`src/rtl/exibe_sequencia_pkg.sv`:
```
// Shared definitions for the LED sequence presenter: state codes and
// default on/off times.
package exibe_sequencia_pkg;

    localparam int T_ON_DEFAULT  = 50;
    localparam int T_OFF_DEFAULT = 25;

    // Codes are exactly what appears on db_estado for the debug display.
    typedef enum logic [3:0] {
        INICIAL = 4'd0,
        PREPARA = 4'd1,
        ACENDE  = 4'd2,
        APAGA   = 4'd3,
        PROXIMO = 4'd4,
        FIM     = 4'd15
    } estado_t;

endpackage

```
`src/rtl/exibe_sequencia_temporizador.sv`:
```
// Cycle timer: counts enabled cycles after a clear and raises fim_contagem
// on the LIMIT-th cycle, then holds there until cleared.
module temporizador #(
    parameter int LIMIT = 1
) (
    input  logic clock,
    input  logic reset,
    input  logic clear,
    input  logic enable,
    output logic fim_contagem
);

    localparam int W = (LIMIT > 1) ? $clog2(LIMIT) : 1;

    logic [W-1:0] count_reg;

    always_ff @(posedge clock) begin
        if (!reset || clear) begin
            count_reg <= '0;
        end else if (enable && !fim_contagem) begin
            count_reg <= count_reg + 1'b1;
        end
    end

    assign fim_contagem = (count_reg == W'(LIMIT - 1));

endmodule

```
`src/rtl/exibe_sequencia.sv`:
```
// Presents plays 0..limite from a synchronous sequence memory on the LEDs,
// each lit for T_ON cycles followed by a T_OFF dark gap, then pulses pronto.
module exibe_sequencia
    import exibe_sequencia_pkg::*;
#(
    parameter int T_ON  = T_ON_DEFAULT,
    parameter int T_OFF = T_OFF_DEFAULT
) (
    input  logic       clock,
    input  logic       reset,
    input  logic       iniciar,
    input  logic [3:0] limite,
    input  logic [3:0] dado,
    output logic [3:0] endereco,
    output logic [3:0] leds,
    output logic       pronto,
    output logic [3:0] db_estado
);

    estado_t    state_reg, state_next;
    logic [3:0] endereco_reg, endereco_next;
    logic [3:0] limite_reg, limite_next;
    logic       fim_on, fim_off;

    temporizador #(.LIMIT(T_ON)) u_tempo_on (
        .clock        (clock),
        .reset        (reset),
        .clear        (state_reg != ACENDE),
        .enable       (state_reg == ACENDE),
        .fim_contagem (fim_on)
    );

    temporizador #(.LIMIT(T_OFF)) u_tempo_off (
        .clock        (clock),
        .reset        (reset),
        .clear        (state_reg != APAGA),
        .enable       (state_reg == APAGA),
        .fim_contagem (fim_off)
    );

    always_ff @(posedge clock) begin
        if (!reset) begin
            state_reg    <= INICIAL;
            endereco_reg <= '0;
            limite_reg   <= '0;
        end else begin
            state_reg    <= state_next;
            endereco_reg <= endereco_next;
            limite_reg   <= limite_next;
        end
    end

    always_comb begin
        state_next    = state_reg;
        endereco_next = endereco_reg;
        limite_next   = limite_reg;
        case (state_reg)
            INICIAL: begin
                if (iniciar) begin
                    state_next    = PREPARA;
                    endereco_next = '0;
                    limite_next   = limite;
                end
            end
            // One cycle for the memory to return dado for endereco.
            PREPARA: state_next = ACENDE;
            ACENDE:  if (fim_on) state_next = APAGA;
            APAGA: begin
                if (fim_off) begin
                    state_next = (endereco_reg == limite_reg) ? FIM : PROXIMO;
                end
            end
            PROXIMO: begin
                endereco_next = endereco_reg + 4'd1;
                state_next    = PREPARA;
            end
            FIM:     state_next = INICIAL;
            default: state_next = INICIAL;
        endcase
    end

    // dado is already the memory's output register; gating it by the
    // registered state keeps leds exact for the whole ACENDE window.
    assign leds      = (state_reg == ACENDE) ? dado : 4'b0000;
    assign pronto    = (state_reg == FIM);
    assign endereco  = endereco_reg;
    assign db_estado = state_reg;

endmodule

```
`config.mk`:
```
export PLATFORM = sky130hd
export DESIGN_NAME = exibe_sequencia
export DESIGN_NICKNAME = d
export VERILOG_FILES = /design/src/rtl/exibe_sequencia_pkg.sv /design/src/rtl/exibe_sequencia_temporizador.sv /design/src/rtl/exibe_sequencia.sv
export SDC_FILE = /design/constraint.sdc
export NUM_CORES = 1
export LEC_CHECK = 0
export BUFFER_PORTS_ARGS = -buffer_cell sky130_fd_sc_hd__buf_2
export CAP_MARGIN = 20
export CORE_MARGIN = 2
export CORE_UTILIZATION = 41
export CTS_BUF_LIST = sky130_fd_sc_hd__clkbuf_8
export CTS_CLUSTER_SIZE = 25
export DETAILED_ROUTE_END_ITERATION = 10
export GPL_TIMING_DRIVEN = 0
export SYNTH_ARGS = -nofsm -noshare
export SYNTH_HDL_FRONTEND = slang
export SYNTH_HIERARCHICAL = 1
export SYNTH_SLANG_ARGS = --single-unit
```
`constraint.sdc`:
```
create_clock -name clock -period 1.9 [get_ports clock]
set_input_delay 0.38 -clock clock [delete_from_list [all_inputs] [get_ports clock]]
set_output_delay 0.38 -clock clock [all_outputs]
set_load 0.005 [all_outputs]
```
==> results of run 1 <==
[critical path: stages (launching register included)]
cell and delay (ps):
dfxtp_2 400, inv_1 110, nor4_4 250, buf_4 170, and2_1 130, buf_2 110
[logic make-up after synthesis]
logic type | Yosys count | synth area share
buffers and inverters | 11 | 0.03939
adder cells (fa/ha/maj) | 5 | 0.05051
AND/OR/NAND/NOR | 58 | 0.3050
flip-flops | 23 | 0.3717
AO/OA/AOI/OAI | 19 | 0.1040
XOR/XNOR | 10 | 0.07070
multiplexers | 7 | 0.05859
[cell type report]
cell class / count / area, µm²
timing repair buffer: 26 / 137.6
clock inverter: 1 / 5.005
clock buffer: 3 / 41.29
fill: 278 / 1334
sequential: 23 / 461.7
buffer: 2 / 15.01
inverter: 9 / 33.78
multi-input combinational: 99 / 738.2
tap: 31 / 38.79
[per-stage QoR]
stage               utilization  area [µm²]  power (mW)  setup TNS, ps
floorplan                     -        1239      0.6732              0
global placement         0.4964        1393      0.7272         -202.0
detailed placement       0.4964        1393      0.7335         -577.8
CTS                      0.5245        1471       1.060              0
global route             0.5245        1471       1.100              0
finish                   0.5245        1471       1.041              0
[cells in the final DEF (no fill, tap or decap), drive strengths merged, types with 2 or more instances in the layout]
cell type / netlist / layout
or3: 2 / 2
mux2: 2 / 2
a31oi: 3 / 3
nor2: 11 / 11
inv: 9 / 9
nand3: 4 / 4
mux2i: 5 / 5
nor2b: 7 / 7
and3: 3 / 3
dfxtp: 23 / 23
and2: 6 / 6
xor2: 5 / 5
a21oi: 6 / 6
clkbuf: 1 / 4
nand2: 9 / 9
xnor2: 5 / 5
ha: 5 / 5
buf: 1 / 27
nand4b: 2 / 2
nand2b: 2 / 2
o21ai: 4 / 4
nand4: 5 / 5
[metal layers]
| metal | vias up | share of wire | track usage |
|---|---|---|---|
| met3 | 4 | 0.047 | 0.03956 |
| met5 | - | 0 | 0 |
| met2 | 20 | 0.47 | 0.2619 |
| met4 | 0 | 0.010 | 0.05519 |
| met1 | 466 | 0.47 | 0.1818 |
| li1 | 523 | - | - |
[path summary, 6_finish.rpt]
check / slack [ps] / to / startpoint / cells past startpoint
min reg2reg: 510 / u_tempo_off/count_reg[1] / u_tempo_off/count_reg[1] / 2
min: 370 / limite_reg[0] / limite[0] / 3
max: 90 / leds[0] / db_estado[1] / 5
max reg2reg: 100 / db_estado[0] / u_tempo_on/count_reg[1] / 8
[report_power, final]
part | internal (mW) | leakage [nW] | switching, mW | total, mW
combinational | 0.112 | 0.399 | 0.111 | 0.223
clock | 0.146 | 0.0255 | 0.152 | 0.298
sequential | 0.502 | 0.187 | 0.0180 | 0.520
[timing repair]
| action | CTS | global route |
|---|---|---|
| setup endpoints to repair | 8 | 0 |
| buffers inserted | 3 | 0 |
| gates resized for setup | 2 | 0 |
==> reports/metrics.cfg, run 1 <==
[sta]
setup_viol = 0
final.min_clock_period_ps = 1811
clock_skew_ps = 1.488
timing.slew.headroom = 0.7450
hold_viol = 0
final.period_utilization = 0.9530
fin_hold_ws_ps = 373.3
worst_pin_slew_ps = 382.4
max_freq_ghz = 0.5523
maxSlewViolCount = 0
finalWorstSetupSlack_ps = 89.23
rsz0062_at_grt = false

[final_layout]
largest_register_ffs = 6
num-nets-final = 180
antennaDiodeCount = 0
layout-drive-gt1-share = 0.2699
fin_cells = 194
syn2layout_area_growth_pct = 18.79

[global_route]
grt_pass1_vias = 959
grt_max_degree = 14
grt_pass1_wl_mm = 4.022
track_usage = 0.1523
overflow = 0
antenna_found_initial = 0

[route]
first_pass_iters = 7
wl_per_cell_um = 12.46
drc = 1
via_per_inst = 5.222
dr_total_vias = 1013
antenna_left = 0
wl_mm = 2.418
drt_iter0_drc = 19

[yosys]
ys_ff_latch = 23
async_reset_ff_frac = 0
synth_area_um2 = 1239
yosysMostFrequentCell = dfxtp_1
ys.flop_type = dfxtp_1
synth_commonest_cells = 23 x dfxtp_1, 11 x nor2_1, 9 x nand2_1, 8 x inv_1, 7 x nor2b_1
avgSynthCellArea_um2 = 9.313
yosysWarnings = 6
synthTopCellsByArea = dfxtp_1 37%, ha_1 5.1%, mux2i_1 4.0%, nor2b_1 3.5%, xnor2_1 3.5%
netlist_instances = 133
synth_top_area_share = 0.3717
yosys.area.top_type = dfxtp_1
synth_edf_count = 0
seq_area_frac_synth = 0.3717
synth_nets = 149
ys_types = 42

[floorplan]
fp.dieH_um = 58.97
die-area_um2 = 3477
io_pins = 24
core_area_um2 = 2805
row_count = 19
die_w_um = 58.97
start_util = 0.4416

[cts]
cts_tree = yes
cts_root_buffer = clkbuf_8
cts_hold_buf = 0
clkTransAtPathRegs_ps = 80
cts_made_buffers = 3
numClockSinks = 23
htree_levels = 1
clock_latency_ps = 260
clockBufferDepth = 2

[run]
drv_cap = 0

[setup_path]
critPathArrivalTime_ps = 1430
endpoint_kind = output port
cp_max_fo = 8
cp.required_ps = 1520
cp-start-kind = register
worstSetupPathType = reg2out

[placed_design]
post-place-ws_ps = -157.8
port-buffer-count = 23
hpwl_mm = 1.882
placed_cells = 187
gp_congestion = 0.7656

[min_path]
hold_path.class = in2reg

[status]
violations = DRC
outcome = complete, but fails checks

[power_and_ir_drop]
peakVddDrop_uv = 429.6
p_leak_nw = 0.6113
p_per_area_nw_per_um2 = 707.5

(Power assumes the default switching activity.)
==> run 2: changes to the inputs <==
BUFFER_PORTS_ARGS = default   (was -buffer_cell sky130_fd_sc_hd__buf_2)
DONT_BUFFER_PORTS = 1   (was default)
clock period = 2.15 ns   (was 1.9 ns; I/O delays follow)
==> reports/metrics.cfg, run 2 (synthesis results as in run 1) <==
[floorplan]
start_util = 0.4416  ; unchanged
core_area_um2 = 2805  ; unchanged
die-area_um2 = 3477  ; unchanged
io_pins = 24  ; unchanged
die_w_um = 58.97  ; unchanged
row_count = 19  ; unchanged
fp.dieH_um = 58.97  ; unchanged

[sta]
max_freq_ghz = 0.5110
final.min_clock_period_ps = 1957
maxSlewViolCount = 0  ; unchanged
worst_pin_slew_ps = 367.5  ; -14.97 ps
clock_skew_ps = 2.889  ; +1.401 ps
finalWorstSetupSlack_ps = 192.9  ; +103.7 ps
setup_viol = 0  ; unchanged
timing.slew.headroom = 0.7544  ; +0.009336
final.period_utilization = 0.9103
setup_tns_ps = 0  ; unchanged
rsz0062_at_grt = false
hold_viol = 0  ; unchanged

[min_path]
hold_depth = 1  ; -2
hold_path.class = in2reg
min_from = reset
holdPathEnd = db_estado[2]

[cts]
clkTransAtPathRegs_ps = 80  ; about the same
cts_made_buffers = 3  ; unchanged
htree_levels = 1  ; unchanged
cts_tree = yes
cts_root_buffer = clkbuf_8
clockBufferDepth = 2  ; unchanged
cts_hold_buf = 0  ; unchanged
clock_latency_ps = 260  ; about the same
numClockSinks = 23  ; unchanged

[setup_path]
cp_max_fo = 9  ; +1
r2r_setup_slack_ps = 240  ; +140 ps
r2r_end = u_tempo_on/count_reg[5]
cpMaxStageDelayCell = dfxtp_1
cp-start-kind = register
endpoint_kind = output port
r2r-start = db_estado[1]
path_cells = inv_1 > nor4_4 > buf_4 > and2_1
crit_family = flip-flops
rr_worst_depth = 7  ; -1
worstSetupPathType = reg2out
critPathArrivalTime_ps = 1530  ; +100 ps
cp.required_ps = 1720  ; +200 ps
worst-path-buf-inv = 2  ; -1
max_stage_delay_ps = 490  ; +90 ps

[final_layout]
antennaDiodeCount = 0  ; unchanged
final_cell_mix = 23 x dfxtp_1, 11 x nor2_1, 9 x nand2_1, 8 x inv_1, 7 x nor2b_1
syn2layout_area_growth_pct = 8.788
fin_util = 0.4804  ; -0.04416
seq_area_um2 = 460.4  ; -0.27%
layout-drive-gt1-share = 0.1367  ; -0.1332
final_common_cell = dfxtp_1
num-nets-final = 156  ; -13%
nFillCells = 272  ; -2.2%
multi_input_area_um2 = 738.2  ; unchanged
largest_register_ffs = 6  ; unchanged
fin_cells = 170  ; -12%

[power_and_ir_drop]
finalPower_mw = 0.8990  ; -14%
peakVddDrop_uv = 302.9  ; -30%
p_per_area_nw_per_um2 = 667.1  ; -5.7%
p_leak_nw = 0.4960  ; -19%

[route]
drt-met1-wl_mm = 1.112  ; -2.4%
via_per_inst = 5.524  ; +5.8%
dr_total_vias = 939  ; -7.3%
wl_per_cell_um = 13.77  ; +10%
dr_wl_met3_um = 136  ; +20%
antenna_left = 0  ; unchanged
met2WireLength_mm = 1.063  ; -6.8%
drc = 1  ; unchanged
first_pass_iters = 11  ; +4
wl_mm = 2.341  ; -3.2%
top_layer_used = met4
drt_iter0_drc = 58  ; +39

[global_route]
overflow = 0  ; unchanged
antenna_found_initial = 0  ; unchanged
grt_pass1_wl_mm = 4.015  ; -0.17%
grt_max_degree = 14  ; unchanged
grt_pass1_vias = 872  ; -9.1%
track_usage = 0.1500  ; -0.002348

[status]
outcome = complete, but fails checks
violations = DRC

[placed_design]
gp_congestion = 0.7860  ; +2.7%
hpwl_mm = 1.764  ; -6.3%
port-buffer-count = 0  ; -100%
post-place-ws_ps = 83.76  ; +241.5 ps
placed_cells = 164  ; -12%

[run]
drv_cap = 0  ; unchanged

run 2: cell types whose count changed in the layout (fill, tap and decap cells not counted):
cell	change
buf_2	-23
dfxtp_1	+1
buf_4	-1
dfxtp_2	-1
run 2: metrics by stage:
step | hold WS (ps) | area, µm²
3_5_place_dp | 505.7 | 1277
2_1_floorplan | 468.6 | 1239
3_3_place_gp | 501.4 | 1277
4_1_cts | 330.6 | 1333
5_1_grt | 328.2 | 1348
6_report | 331.8 | 1348
run 2: report_power, final:
group | internal (mW) | leakage (nW) | switching (mW) | total [mW]
Sequential | 0.443 | 0.186 | 0.0185 | 0.461
Clock | 0.129 | 0.0255 | 0.142 | 0.271
Combinational | 0.0788 | 0.284 | 0.0876 | 0.166
run 2: worst max-delay path by stage:
stage / startpoint / endpoint / slack, ps / cells past startpoint
2_1_floorplan: db_estado[1] / u_tempo_on/count_reg[5] / 390 / 5
3_3_place_gp: db_estado[1] / u_tempo_on/count_reg[5] / 130 / 5
3_5_place_dp: db_estado[1] / u_tempo_on/count_reg[5] / 80 / 5
4_1_cts: db_estado[1] / leds[0] / 90 / 3
5_1_grt: db_estado[1] / leds[3] / 100 / 4
6_report: db_estado[1] / leds[0] / 190 / 4
run 2: layout make-up:
type,count,area share
multi-input cells,99,0.5478
clock buffers,3,0.03064
inverters,9,0.02507
repair buffers,2,0.01114
well taps,31,0.02878
clock inverters,1,0.003714
flip-flops and latches,23,0.3417
plain buffers,2,0.01114
run 2: timing repair:
action	in CTS	in global routing
setup endpoints to repair	4	4
gates resized for setup	1	0
pin swaps	0	1
gates cloned	0	0
setup buffers	0	2
run 2: metal layers:
layer	up-vias	global-route usage
met3	4	0.03956
met5	-	0
li1	480	-
met2	19	0.2349
met1	436	0.1965
met4	0	0.05844
==> run 3: changes to the inputs <==
CELL_PAD_IN_SITES_DETAIL_PLACEMENT = 1   (was default)
CELL_PAD_IN_SITES_GLOBAL_PLACEMENT = 2   (was default)
PLACE_DENSITY_LB_ADDON = 0.1   (was default)
==> reports/metrics.cfg, run 3 (synthesis results as in run 1) <==
[cts]
cts_made_buffers = 3  ; unchanged
cts_root_buffer = clkbuf_8
cts_tree = yes
clockBufferDepth = 2  ; unchanged
clkTransAtPathRegs_ps = 80  ; about the same
cts_hold_buf = 0  ; unchanged
clock_latency_ps = 270  ; about the same
numClockSinks = 23  ; unchanged
htree_levels = 1  ; unchanged

[final_layout]
stdcell_area_um2 = 1346  ; about the same
antennaDiodeCount = 0  ; unchanged
num-nets-final = 156  ; unchanged
layout-drive-gt1-share = 0.1295  ; -0.007194
fin_util = 0.4799  ; about the same
syn2layout_area_growth_pct = 8.687  ; about the same
final_cell_mix = 23 x dfxtp_1, 11 x nor2_1, 9 x inv_1, 9 x nand2_1, 7 x nor2b_1
largest_register_ffs = 6  ; unchanged
final_common_cell = dfxtp_1

[floorplan]
fp.dieH_um = 58.97  ; unchanged
start_util = 0.4416  ; unchanged
row_count = 19  ; unchanged
core_area_um2 = 2805  ; unchanged
die-area_um2 = 3477  ; unchanged
io_pins = 24  ; unchanged
die_w_um = 58.97  ; unchanged

[setup_path]
cp-start-kind = register
crit_path_end = leds[1]
r2r_setup_slack_ps = 330  ; +90 ps
cp.required_ps = 1720  ; about the same
cp_max_fo = 10  ; +1
cpMaxStageDelayCell = dfxtp_1
critPathArrivalTime_ps = 1530  ; about the same
path_cells = inv_1 > nor4_4 > buf_4 > and2_1
crit_start = db_estado[1]
r2r-start = db_estado[1]
max_stage_delay_ps = 490  ; about the same
r2r_end = u_tempo_on/count_reg[5]
rr_worst_depth = 6  ; -1
worstSetupPathType = reg2out
endpoint_kind = output port

[route]
drc = 0  ; -1
first_pass_iters = 3  ; -8
wl_per_cell_um = 14.98  ; +8.8%
wl_mm = 2.547  ; +8.8%
via_per_inst = 5.647  ; +2.2%
drt_iter0_drc = 20  ; -66%
antenna_left = 0  ; unchanged
dr_total_vias = 960  ; +2.2%

[power_and_ir_drop]
p_leak_nw = 0.4974  ; +0.29%
p_per_area_nw_per_um2 = 671.9  ; +0.72%
finalPower_mw = 0.9046  ; +0.63%
peakVddDrop_uv = 369.8  ; +22%

[sta]
hold_viol = 0  ; unchanged
setup_viol = 0  ; unchanged
maxSlewViolCount = 0  ; unchanged
timing.slew.headroom = 0.7253  ; -0.02910
final.period_utilization = 0.9129  ; +0.002682
fin_hold_ws_ps = 324.9  ; -6.910 ps
clock_skew_ps = 1.795  ; -1.095 ps
rsz0062_at_grt = false
final.min_clock_period_ps = 1963  ; +5.766 ps
max_freq_ghz = 0.5095  ; -0.29%
worst_pin_slew_ps = 411.0  ; +43.54 ps

[placed_design]
placed_area_um2 = 1277  ; unchanged
hpwl_mm = 1.907  ; +8.1%
port-buffer-count = 0  ; unchanged
gp_congestion = 0.7540  ; -4.1%

[global_route]
grt_pass1_wl_mm = 4.450  ; +11%
overflow = 0  ; unchanged
grt_max_degree = 13  ; -1
grt_pass1_vias = 985  ; +13%
track_usage = 0.1677  ; +0.01770
antenna_found_initial = 0  ; unchanged

[min_path]
hold_path.class = in2reg

[status]
outcome = complete, no violations

[run]
drv_cap = 0  ; unchanged

run 3: power breakdown:
group          internal [mW]  total, mW  switching [mW]
combinational         0.0787      0.167          0.0885
sequential             0.443      0.461          0.0185
clock                  0.128      0.276           0.148
run 3: final cells by class:
type	count	area, µm²
buffer	2	15.01
tap	31	38.79
clock buffer	3	41.29
sequential	23	460.4
inverter	9	33.78
multi-input combinational	99	738.2
fill	329	1459
timing repair buffer	2	15.01
clock inverter	1	3.754
run 3: worst min-delay path by stage:
stage | from | endpoint | cells after the start
floorplan | u_tempo_off/count_reg[0] | u_tempo_off/count_reg[0] | 2
global placement | u_tempo_off/count_reg[0] | u_tempo_off/count_reg[0] | 2
detailed placement | u_tempo_off/count_reg[1] | u_tempo_off/count_reg[1] | 2
CTS | reset | db_estado[2] | 1
global route | reset | db_estado[2] | 1
finish | limite[1] | limite_reg[1] | 2
run 3: worst max-delay path: cells and delay by family, from the launching register on:
family                 cells  cell delay, ps
buffers and inverters      2             350
flip-flops                 1             490
AND/OR/NAND/NOR            2             420
run 3: through the flow:
stage                     TNS [ps]  setup WS [ps]  std cells
after floorplan                  0          392.7        133
after global placement           0          101.1        164
after detailed placement    -4.982         -4.982        164
after CTS                        0          18.31        168
after global routing             0          61.73        170
final                            0          187.2        170
run 3: layer usage:
metal  GRT usage  part of all wire
met1      0.2179              0.47
met2      0.2762              0.48
met3     0.02637             0.029
met4     0.06818             0.018
met5           0                 0
run 3: timing repair:
action / CTS / global route
pin swaps: 0 / 1
setup endpoints to repair: 5 / 4
buffers inserted: 0 / 2
resized for setup: 1 / 0
